--- config.mk ---
export PLATFORM = sky130hd
export DESIGN_NAME = avalon_fp_mult_queue
export DESIGN_NICKNAME = d
export VERILOG_FILES = /design/src/rtl/avalon_fp_mult_queue.sv
export SDC_FILE = /design/constraint.sdc
export NUM_CORES = 1
export LEC_CHECK = 0
export BUFFER_PORTS_ARGS = -buffer_cell sky130_fd_sc_hd__buf_2
export CORE_UTILIZATION = 55
export DETAILED_ROUTE_END_ITERATION = 10
export GPL_TIMING_DRIVEN = 0
export PLACE_DENSITY_LB_ADDON = 0.25
export SLEW_MARGIN = 25
export SYNTH_ARGS = -nofsm -noshare
export SYNTH_HDL_FRONTEND = slang
export SYNTH_SLANG_ARGS = --single-unit
--- constraint.sdc ---
create_clock -name clk -period 3.3 [get_ports clk]
set_input_delay 0.825 -clock clk [delete_from_list [all_inputs] [get_ports clk]]
set_output_delay 0.825 -clock clk [all_outputs]
set_load 0.01 [all_outputs]
--- src/rtl/avalon_fp_mult_queue.sv ---
// Avalon-MM slave feeding an external pipelined FP32 multiplier core.
// Credit-limited issue keeps every in-flight product a guaranteed slot in the in-order result FIFO.
module avalon_fp_mult_queue_chk (
  input logic clk,
  input logic rst_n,
  input logic capture,
  input logic pop,
  input logic full
);
  // a capture into a full FIFO without a same-cycle pop would drop a product
  a_no_overflow: assert property (@(posedge clk) disable iff (!rst_n) !(capture && !pop && full));
endmodule

module avalon_fp_mult_queue #(
  parameter int DEPTH   = 8,
  parameter int LATENCY = 11
) (
  input  logic        clk,
  input  logic        reset,
  input  logic [2:0]  avs_s1_address,
  input  logic        avs_s1_read,
  input  logic        avs_s1_write,
  input  logic [31:0] avs_s1_writedata,
  output logic [31:0] avs_s1_readdata,
  output logic        avs_s1_waitrequest,
  output logic        irq,
  output logic [31:0] core_dataa,
  output logic [31:0] core_datab,
  input  logic [31:0] core_result,
  input  logic [3:0]  core_flags
);
  localparam int AW = $clog2(DEPTH);
  localparam int CW = AW + 1;
  localparam logic [31:0] ID_VAL = {8'hFA, 8'(LATENCY), 16'(DEPTH)};

  logic [31:0]        op_a_q, op_a_d, op_b_q, op_b_d, rdata_q, rdata_d;
  logic [31:0]        core_a_q, core_a_d, core_b_q, core_b_d;
  logic [4:0]         sticky_q, sticky_d;
  logic               irq_en_q, irq_en_d, irq_q, irq_d;
  logic [LATENCY-1:0] vld_q, vld_d;
  logic [CW-1:0]      inflight_q, inflight_d, count_q, count_d;
  logic [AW-1:0]      wr_ptr_q, wr_ptr_d, rd_ptr_q, rd_ptr_d;
  logic [35:0]        fifo_q [DEPTH];
  logic [35:0]        fifo_d [DEPTH];
  logic [35:0]        head_s;
  logic rd_s, wr_s, credit_s, issue_s, flush_s, pop_s, underrun_s, capture_s, empty_s, full_s;

  // a write coinciding with a read is dropped, so only wr_s qualifies write side effects
  assign rd_s       = avs_s1_read;
  assign wr_s       = avs_s1_write & ~avs_s1_read;
  assign credit_s   = ({1'b0, inflight_q} + {1'b0, count_q}) < (CW+1)'(DEPTH);
  assign issue_s    = wr_s & (avs_s1_address == 3'd1) & credit_s;
  assign flush_s    = wr_s & (avs_s1_address == 3'd2) & avs_s1_writedata[1];
  assign empty_s    = (count_q == {CW{1'b0}});
  assign full_s     = (count_q == CW'(DEPTH));
  assign pop_s      = rd_s & (avs_s1_address == 3'd3) & ~empty_s;
  assign underrun_s = rd_s & (avs_s1_address == 3'd3) & empty_s;
  assign capture_s  = vld_q[LATENCY-1] & ~flush_s;
  assign head_s     = fifo_q[rd_ptr_q];

  assign avs_s1_waitrequest = wr_s & (avs_s1_address == 3'd1) & ~credit_s;
  assign avs_s1_readdata    = rdata_q;
  assign irq                = irq_q;
  assign core_dataa         = core_a_q;
  assign core_datab         = core_b_q;

  // next-state logic for registers, issue pipe, and FIFO
  always_comb begin
    op_a_d   = op_a_q;
    op_b_d   = op_b_q;
    core_a_d = core_a_q;
    core_b_d = core_b_q;
    irq_en_d = irq_en_q;
    irq_d    = irq_en_q & ~empty_s;
    rdata_d  = 32'd0;
    for (int i = 0; i < DEPTH; i++) begin
      fifo_d[i] = fifo_q[i];
    end

    if (wr_s && (avs_s1_address == 3'd0)) begin
      op_a_d = avs_s1_writedata;
    end else begin
      op_a_d = op_a_q;
    end
    if (issue_s) begin
      op_b_d   = avs_s1_writedata;
      core_a_d = op_a_q;
      core_b_d = avs_s1_writedata;
    end else begin
      op_b_d   = op_b_q;
    end
    if (wr_s && (avs_s1_address == 3'd6)) begin
      irq_en_d = avs_s1_writedata[0];
    end else begin
      irq_en_d = irq_en_q;
    end

    // flush drops queued results and every product still in the core
    if (flush_s) begin
      vld_d      = {LATENCY{1'b0}};
      inflight_d = {CW{1'b0}};
      count_d    = {CW{1'b0}};
      wr_ptr_d   = {AW{1'b0}};
      rd_ptr_d   = {AW{1'b0}};
    end else begin
      vld_d      = LATENCY'({vld_q, issue_s});
      inflight_d = inflight_q + CW'(issue_s) - CW'(vld_q[LATENCY-1]);
      count_d    = count_q + CW'(capture_s) - CW'(pop_s);
      wr_ptr_d   = wr_ptr_q + AW'(capture_s);
      rd_ptr_d   = rd_ptr_q + AW'(pop_s);
    end
    if (capture_s) begin
      fifo_d[wr_ptr_q] = {core_flags, core_result};
    end else begin
      fifo_d[wr_ptr_q] = fifo_q[wr_ptr_q];
    end

    if (wr_s && (avs_s1_address == 3'd2) && avs_s1_writedata[0]) begin
      sticky_d = 5'd0;
    end else if (wr_s && (avs_s1_address == 3'd5)) begin
      sticky_d = sticky_q & ~avs_s1_writedata[4:0];
    end else if (pop_s) begin
      sticky_d = sticky_q | {1'b0, head_s[35:32]};
    end else if (underrun_s) begin
      sticky_d = sticky_q | 5'b10000;
    end else begin
      sticky_d = sticky_q;
    end

    if (rd_s) begin
      case (avs_s1_address)
        3'd0:    rdata_d = op_a_q;
        3'd1:    rdata_d = op_b_q;
        3'd2:    rdata_d = {16'd0, 8'(inflight_q), 8'(count_q)};
        3'd3:    rdata_d = empty_s ? 32'd0 : head_s[31:0];
        3'd4:    rdata_d = empty_s ? 32'd0 : {28'd0, head_s[35:32]};
        3'd5:    rdata_d = {27'd0, sticky_q};
        3'd6:    rdata_d = {31'd0, irq_en_q};
        3'd7:    rdata_d = ID_VAL;
        default: rdata_d = 32'd0;
      endcase
    end else begin
      rdata_d = 32'd0;
    end
  end

  // state registers, cleared asynchronously
  always_ff @(posedge clk or negedge reset) begin
    if (!reset) begin
      op_a_q     <= 32'd0;
      op_b_q     <= 32'd0;
      rdata_q    <= 32'd0;
      core_a_q   <= 32'd0;
      core_b_q   <= 32'd0;
      sticky_q   <= 5'd0;
      irq_en_q   <= 1'b0;
      irq_q      <= 1'b0;
      vld_q      <= {LATENCY{1'b0}};
      inflight_q <= {CW{1'b0}};
      count_q    <= {CW{1'b0}};
      wr_ptr_q   <= {AW{1'b0}};
      rd_ptr_q   <= {AW{1'b0}};
      for (int i = 0; i < DEPTH; i++) begin
        fifo_q[i] <= 36'd0;
      end
    end else begin
      op_a_q     <= op_a_d;
      op_b_q     <= op_b_d;
      rdata_q    <= rdata_d;
      core_a_q   <= core_a_d;
      core_b_q   <= core_b_d;
      sticky_q   <= sticky_d;
      irq_en_q   <= irq_en_d;
      irq_q      <= irq_d;
      vld_q      <= vld_d;
      inflight_q <= inflight_d;
      count_q    <= count_d;
      wr_ptr_q   <= wr_ptr_d;
      rd_ptr_q   <= rd_ptr_d;
      for (int i = 0; i < DEPTH; i++) begin
        fifo_q[i] <= fifo_d[i];
      end
    end
  end

  avalon_fp_mult_queue_chk u_chk (
    .clk     (clk),
    .rst_n   (reset),
    .capture (capture_s),
    .pop     (pop_s),
    .full    (full_s)
  );
endmodule

Word level (Yosys, flattened, before mapping)

Cells that the tools add are included.

Equal/unequal tests: 7
Muxes and demuxes: 24
Reductions and logical operators: 10
Magnitude comparators: 4
$add $sub $neg: 7
Bitwise gates (word level): 20

Operators by type and width:

| operator                                                    | number |
|---|---|
| bitwise mux 288 bit                                         | 2 |
| two-way mux 288 bit                                         | 1 |
| case mux 32 bit (8 select lines)                            | 1 |
| binary-select mux 36 bit (select 3 bit)                     | 2 |
| two-way mux 36 bit                                          | 5 |
| demux 36 bit (select 3 bit)                                 | 1 |
| two-way mux 32 bit                                          | 2 |
| two-way mux 5 bit                                           | 4 |
| equality test 3 bit (second input constant)                 | 4 |
| two-way mux 4 bit                                           | 3 |
| bitwise AND 1 bit                                           | 11 |
| two-way mux 11 bit                                          | 1 |
| adder 4 x 1 -> 4 bit                                        | 2 |
| greater-or-equal comparator 4 bit (second input constant)   | 2 |
| inverter 3 -> 4 bit                                         | 2 |
| subtractor 4 x 1 -> 4 bit                                   | 2 |
| adder 3 x 1 -> 3 bit                                        | 2 |
| equality test 3 x 2 -> 1 bit (second input constant)        | 2 |
| logical AND 1 bit                                           | 6 |
| two-way mux 3 bit                                           | 2 |
| adder 4 x 4 -> 5 bit                                        | 1 |
| bitwise AND 5 bit                                           | 1 |
| less-than comparator 5 x 4 -> 1 bit (second input constant) | 1 |
| inverter 5 bit                                              | 1 |
| other kinds (8)                                             | 11 |

Output and inout port bits: 98
Register bits: 448

Depth between registers and ports, before layout

Depth after elaboration: 9
Gate-level depth with buffers: 14
Gate-level depth less buffers: 13

Worst setup path after synthesis

No wires, ideal clock.

Path type: input-to-reg
Start point: input avs_s1_address[0]
End point: register inflight_q[2]
Stages: 11
Data required time: 3.168 ns
Library setup time: 0.132 ns
Setup slack: 0.358 ns
Path buffers: 2
Arrival: 2.810 ns
Cells stage by stage: buf_2 > inv_2 > nor3_2 > nand3_1 > buf_2 > ha_1 > inv_1 > ha_1 > fa_1 > xnor2_1 > nor2_1

Longest elaborated chain between the ends: 6

RTL lines:

| what                            | RTL line | text |
|---|---|---|
| start: declaration              | 20       | `input logic [2:0] avs_s1_address,` |
| equality test 3 x 1 -> 1 bit    | 52       | `assign issue_s = wr_s & (avs_s1_address == 3'd1) & credit_s;` |
| bitwise AND 1 bit (2 in series) | 52       |  |
| adder 4 x 1 -> 4 bit            | 107      | `inflight_d = inflight_q + CW'(issue_s) - CW'(vld_q[LATENCY-1]);` |
| subtractor 4 x 1 -> 4 bit       | 107      |  |
| two-way mux 4 bit *             | 99       | `if (flush_s) begin` |
| net inflight_d[2]               | 41       | `logic [CW-1:0] inflight_q, inflight_d, count_q, count_d;` |
| end signal: assignment          | 159      | `inflight_q <= {CW{1'b0}};` |
| end signal: assignment          | 176      | `inflight_q <= inflight_d;` |
| end: declaration                | 41       |  |

The timed path passes the listed nets; every way through them passes the cells marked *.
A chain may end at the register's enable or synchronous reset.

Final worst setup path

Start point: register wr_ptr_q[0]
End point: register fifo_q[171] (netlist bit)

Longest elaborated chain between the ends: 7

RTL lines:

| what                                                                                                                  | RTL line | text |
|---|---|---|
| start: declaration                                                                                                    | 42       | `logic [AW-1:0] wr_ptr_q, wr_ptr_d, rd_ptr_q, rd_ptr_d;` |
| start signal: assignment                                                                                              | 161      | `wr_ptr_q <= {AW{1'b0}};` |
| start signal: assignment                                                                                              | 178      | `wr_ptr_q <= wr_ptr_d;` |
| inverter 3 -> 4 bit (implied by the code) *                                                                           | 113, 115 |  |
| greater-or-equal comparator 4 bit (implied by the code) / less-than comparator 4 x 1 -> 1 bit (equally long branches) | 113, 115 |  |
| logical AND 1 bit (implied by the code)                                                                               | 113, 115 |  |
| two-way mux 36 bit (implied by the code)                                                                              | 113, 115 |  |
| demux 36 bit (select 3 bit)                                                                                           | 113, 115 |  |
| bitwise mux 288 bit, on equally long branches                                                                         | 115, 113 |  |
| two-way mux 288 bit *                                                                                                 | 112      | `if (capture_s) begin` |
| end signal: indexed assignment                                                                                        | 181      | `fifo_q[i] <= fifo_d[i];` |
| end: declaration                                                                                                      | 43       | `logic [35:0] fifo_q [DEPTH];` |

Mark *: on every way between the ends. The rest lies on a longest branch, timed or not. The select of a mux whose other input is x is not followed.

==> summary.md <==
| Metric | Value |
|---|---|
| Die width | `between 200 and 250 um` |
| Ratio of cells with drive above 1 in the final layout | `0.270` |
| Final min period | `approximately 3.2 ns` |
| Initial antenna violation count | `3` |
| Seq cells post-synth | `448` |
| Post-Layout Cell Count | `2703` |
| Io pins | `around 170` |
| CP arrival | `~3.7 ns` |
| 1st-iter DRT viols | `approximately 2300` |
| Avg Vias per Cell | `around 6.7` |
| Count leader, synth | `dfrtp_1` |
| Status | `completed` |
| RSZ-0062 raised after global routing | `false` |
| Number of flops mapped to enable cells by yosys | `0` |
| Yosys cell types | `65` |
| Wire length per cell | `~29 um` |
| Worst clock skew | `0.0169 ns` |
| Number of global-route vias before repair | `around 19000` |
| Clock sink total | `448` |
| First-pass GRT wire length | `roughly 120 mm` |
| Critical Path RT | `approximately 3.8 ns` |
| Mapped Area | `roughly 22000 um2` |
| IR drop worst, VDD | `between 0.3 and 0.4 mV` |
| Leakage power | `roughly 11 nW` |
| Initial Utilization | `0.559` |
| CTS Buffer Depth | `3` |
| Final hold vios | `0` |
| Synth async-reset ratio | `1.00` |
| GPL Wtd Cong | `slightly below 1` |
| Total CTS buffers | `48` |
| Yosys top cell by area | `dfrtp_1` |
| Die height | `201 um` |
| Beginning of the worst register-to-register path | `wr_ptr_q[0]$_DFF_PN0_` |
| Kind of critical path | `flop to flop` |
| Die area | `40300 um2` |
| Post-Syn Nets | `2013` |
| Max_cap viols | `0` |
| Dpl hpwl | `slightly above 50 mm` |
| DR pass1 iterations | `6` |
| Cells after Synth | `between 1500 and 2000` |
| Worst slew margin | `0.238` |
| Setup violations, final | `0` |
| GR Util All Layers | `0.390` |
| Setup crit start | `wr_ptr_q[0]$_DFF_PN0_` |
| Clk Latency, worst-skew pair | `~0.6 ns` |
| Placed insts | `between 2000 and 3000` |
| Area Overhead vs Synth | `15.2%` |
| Root buf cell | `clkbuf_16` |
| Pin count of the biggest net entering global routing | `just over 80` |
| Worst-Margin Slew | `around 1.1 ns` |
| Tcrit/Tclk final | `0.982` |
| Vias | `~18000` |
| Max FO, Critical Path | `10` |
| Post-CTS Hold Buffers | `0` |
| Gr ovfl total | `0` |
| YS warnings | `0` |
| CP startpoint kind | `flop` |
| Min-delay worst type | `input pin to asynchronous set/reset pin` |
| DRC viols | `0` |
| F_max | `a little over 0.3 GHz` |
| Sequential-to-total area share from yosys stat | `0.516` |
| Antenna-violating nets left | `0` |
| Placement Rows | `just over 70` |
| PortBufs | `roughly 170` |
| Core Area | `38800 um2` |
| Setup TNS | `0 ns` |
| Synth area leaders | `dfrtp_1, mux4_2, mux2_2` |
| H-tree depth | `2` |
| CTS tree | `yes` |
| Reg clk slew, reported paths | `about 0.06 ns` |
| Synth top area share | `0.516` |
| Syn Area/Cell | `11.3 um2` |
| Max-slew violations | `0` |
| WL final | `77.2 mm` |
| Top cells by count, synth | `dfrtp_1, nand2_1, o21ai_0, mux2_2, clkbuf_1` |
| Most frequently used flop master after synthesis | `dfrtp_1` |
| Fin nets | `about 2200` |
| Pwr Density | `between 800 and 900 nW/um2` |
| Critical Path Sink Type | `flop` |
timing repair:
item,in CTS,in global routing
setup buffers,0,0
endpoints found under the setup margin,2,10
gates resized for setup,3,8
registers in the layout, indices dropped and copies added (netlist names), 3 cells and up:
| register | flops |
|---|---|
| sticky_q | 5 |
| count_q | 4 |
| core_dataa | 32 |
| core_datab | 32 |
| fifo_q | 288 |
| avs_s1_readdata | 32 |
| wr_ptr_q | 3 |
| rd_ptr_q | 3 |
| vld_q | 11 |
| op_a_q | 32 |
| inflight_q | 4 |
per-stage QoR:
stage / power, mW / cell area (um2) / worst slack [ns] / hold slack (ns) / utilization
floorplan: 12.0 / 21700 / 0.358 / 0.439 / -
global placement: 14.3 / 23200 / -7.39 / 0.451 / 0.598
detailed placement: 14.6 / 23400 / -0.385 / 0.452 / 0.602
CTS: 20.1 / 25000 / 0.0541 / 0.0776 / 0.644
global route: 21.1 / 25000 / 0.00971 / 0.0837 / 0.644
finish: 20.3 / 25000 / 0.0598 / 0.0775 / 0.644
critical path, cell delays in order (launching register included):
cell      delay [ns]
dfrtp_1         0.45
nor2b_1         0.16
clkbuf_1        0.33
nand2_1         0.40
clkbuf_1        0.73
clkbuf_1        0.73
nand2_1         0.17
o21ai_0         0.14
cells by family after synthesis:
| logic type | after synthesis | share of synthesized area |
|---|---|---|
| compound gates | 534 | 0.151 |
| simple gates | 454 | 0.0900 |
| flops | 448 | 0.516 |
| mux | 280 | 0.189 |
| buf+inv | 179 | 0.0396 |
| fa+ha+maj | 18 | 0.0111 |
| xor+xnor | 7 | 0.00282 |
report_power, final:
group | internal (mW) | switching, mW
logic | 3.01 | 4.14
registers | 6.73 | 0.929
clock network | 3.19 | 2.29
path summary, 6_finish.rpt:
path / slack, ns / depth (start not counted) / end
setup / recovery: 0.06 / 7 / fifo_q[171]$_DFFE_PN0P_
hold / removal: 0.08 / 1 / op_a_q[10]$_DFFE_PN0P_
setup reg to reg: 0.06 / 7 / fifo_q[171]$_DFFE_PN0P_
hold reg to reg: 0.47 / 1 / vld_q[2]$_DFF_PN0_
max in group asynchronous: 1.43 / 5 / fifo_q[173]$_DFFE_PN0P_
min in group clk: 0.47 / 1 / vld_q[2]$_DFF_PN0_
placed cells by master (no fill, tap or decap), types with 34 or more instances in the layout:
cell / instances
dfrtp_1: 448
nand2_1: 316
o21ai_0: 313
buf_2: 208
mux2_2: 156
clkbuf_1: 101
mux4_2: 88
clkbuf_16: 49
a21oi_1: 48
nor2_1: 45
a22oi_1: 37
a221oi_1: 34
mux2i_1: 34
metal layers:
metal	share of wire	global-route usage	up-vias
li1	-	-	7433
met1	0.36	0.497	9048
met2	0.43	0.573	1372
met3	0.13	0.130	366
met4	0.069	0.255	6
met5	0.00070	0	-
layout make-up:
cell class,count,area (um2)
diodes,1,2.50
plain buffers,157,783
clock buffers,71,1410
clock inverters,15,174
fillers,2983,13800
inverters,22,82.6
multi-input cells,1293,9670
flip-flops and latches,448,11200
well taps,518,648
repair buffers,178,1040
(Power assumes the default switching activity.)
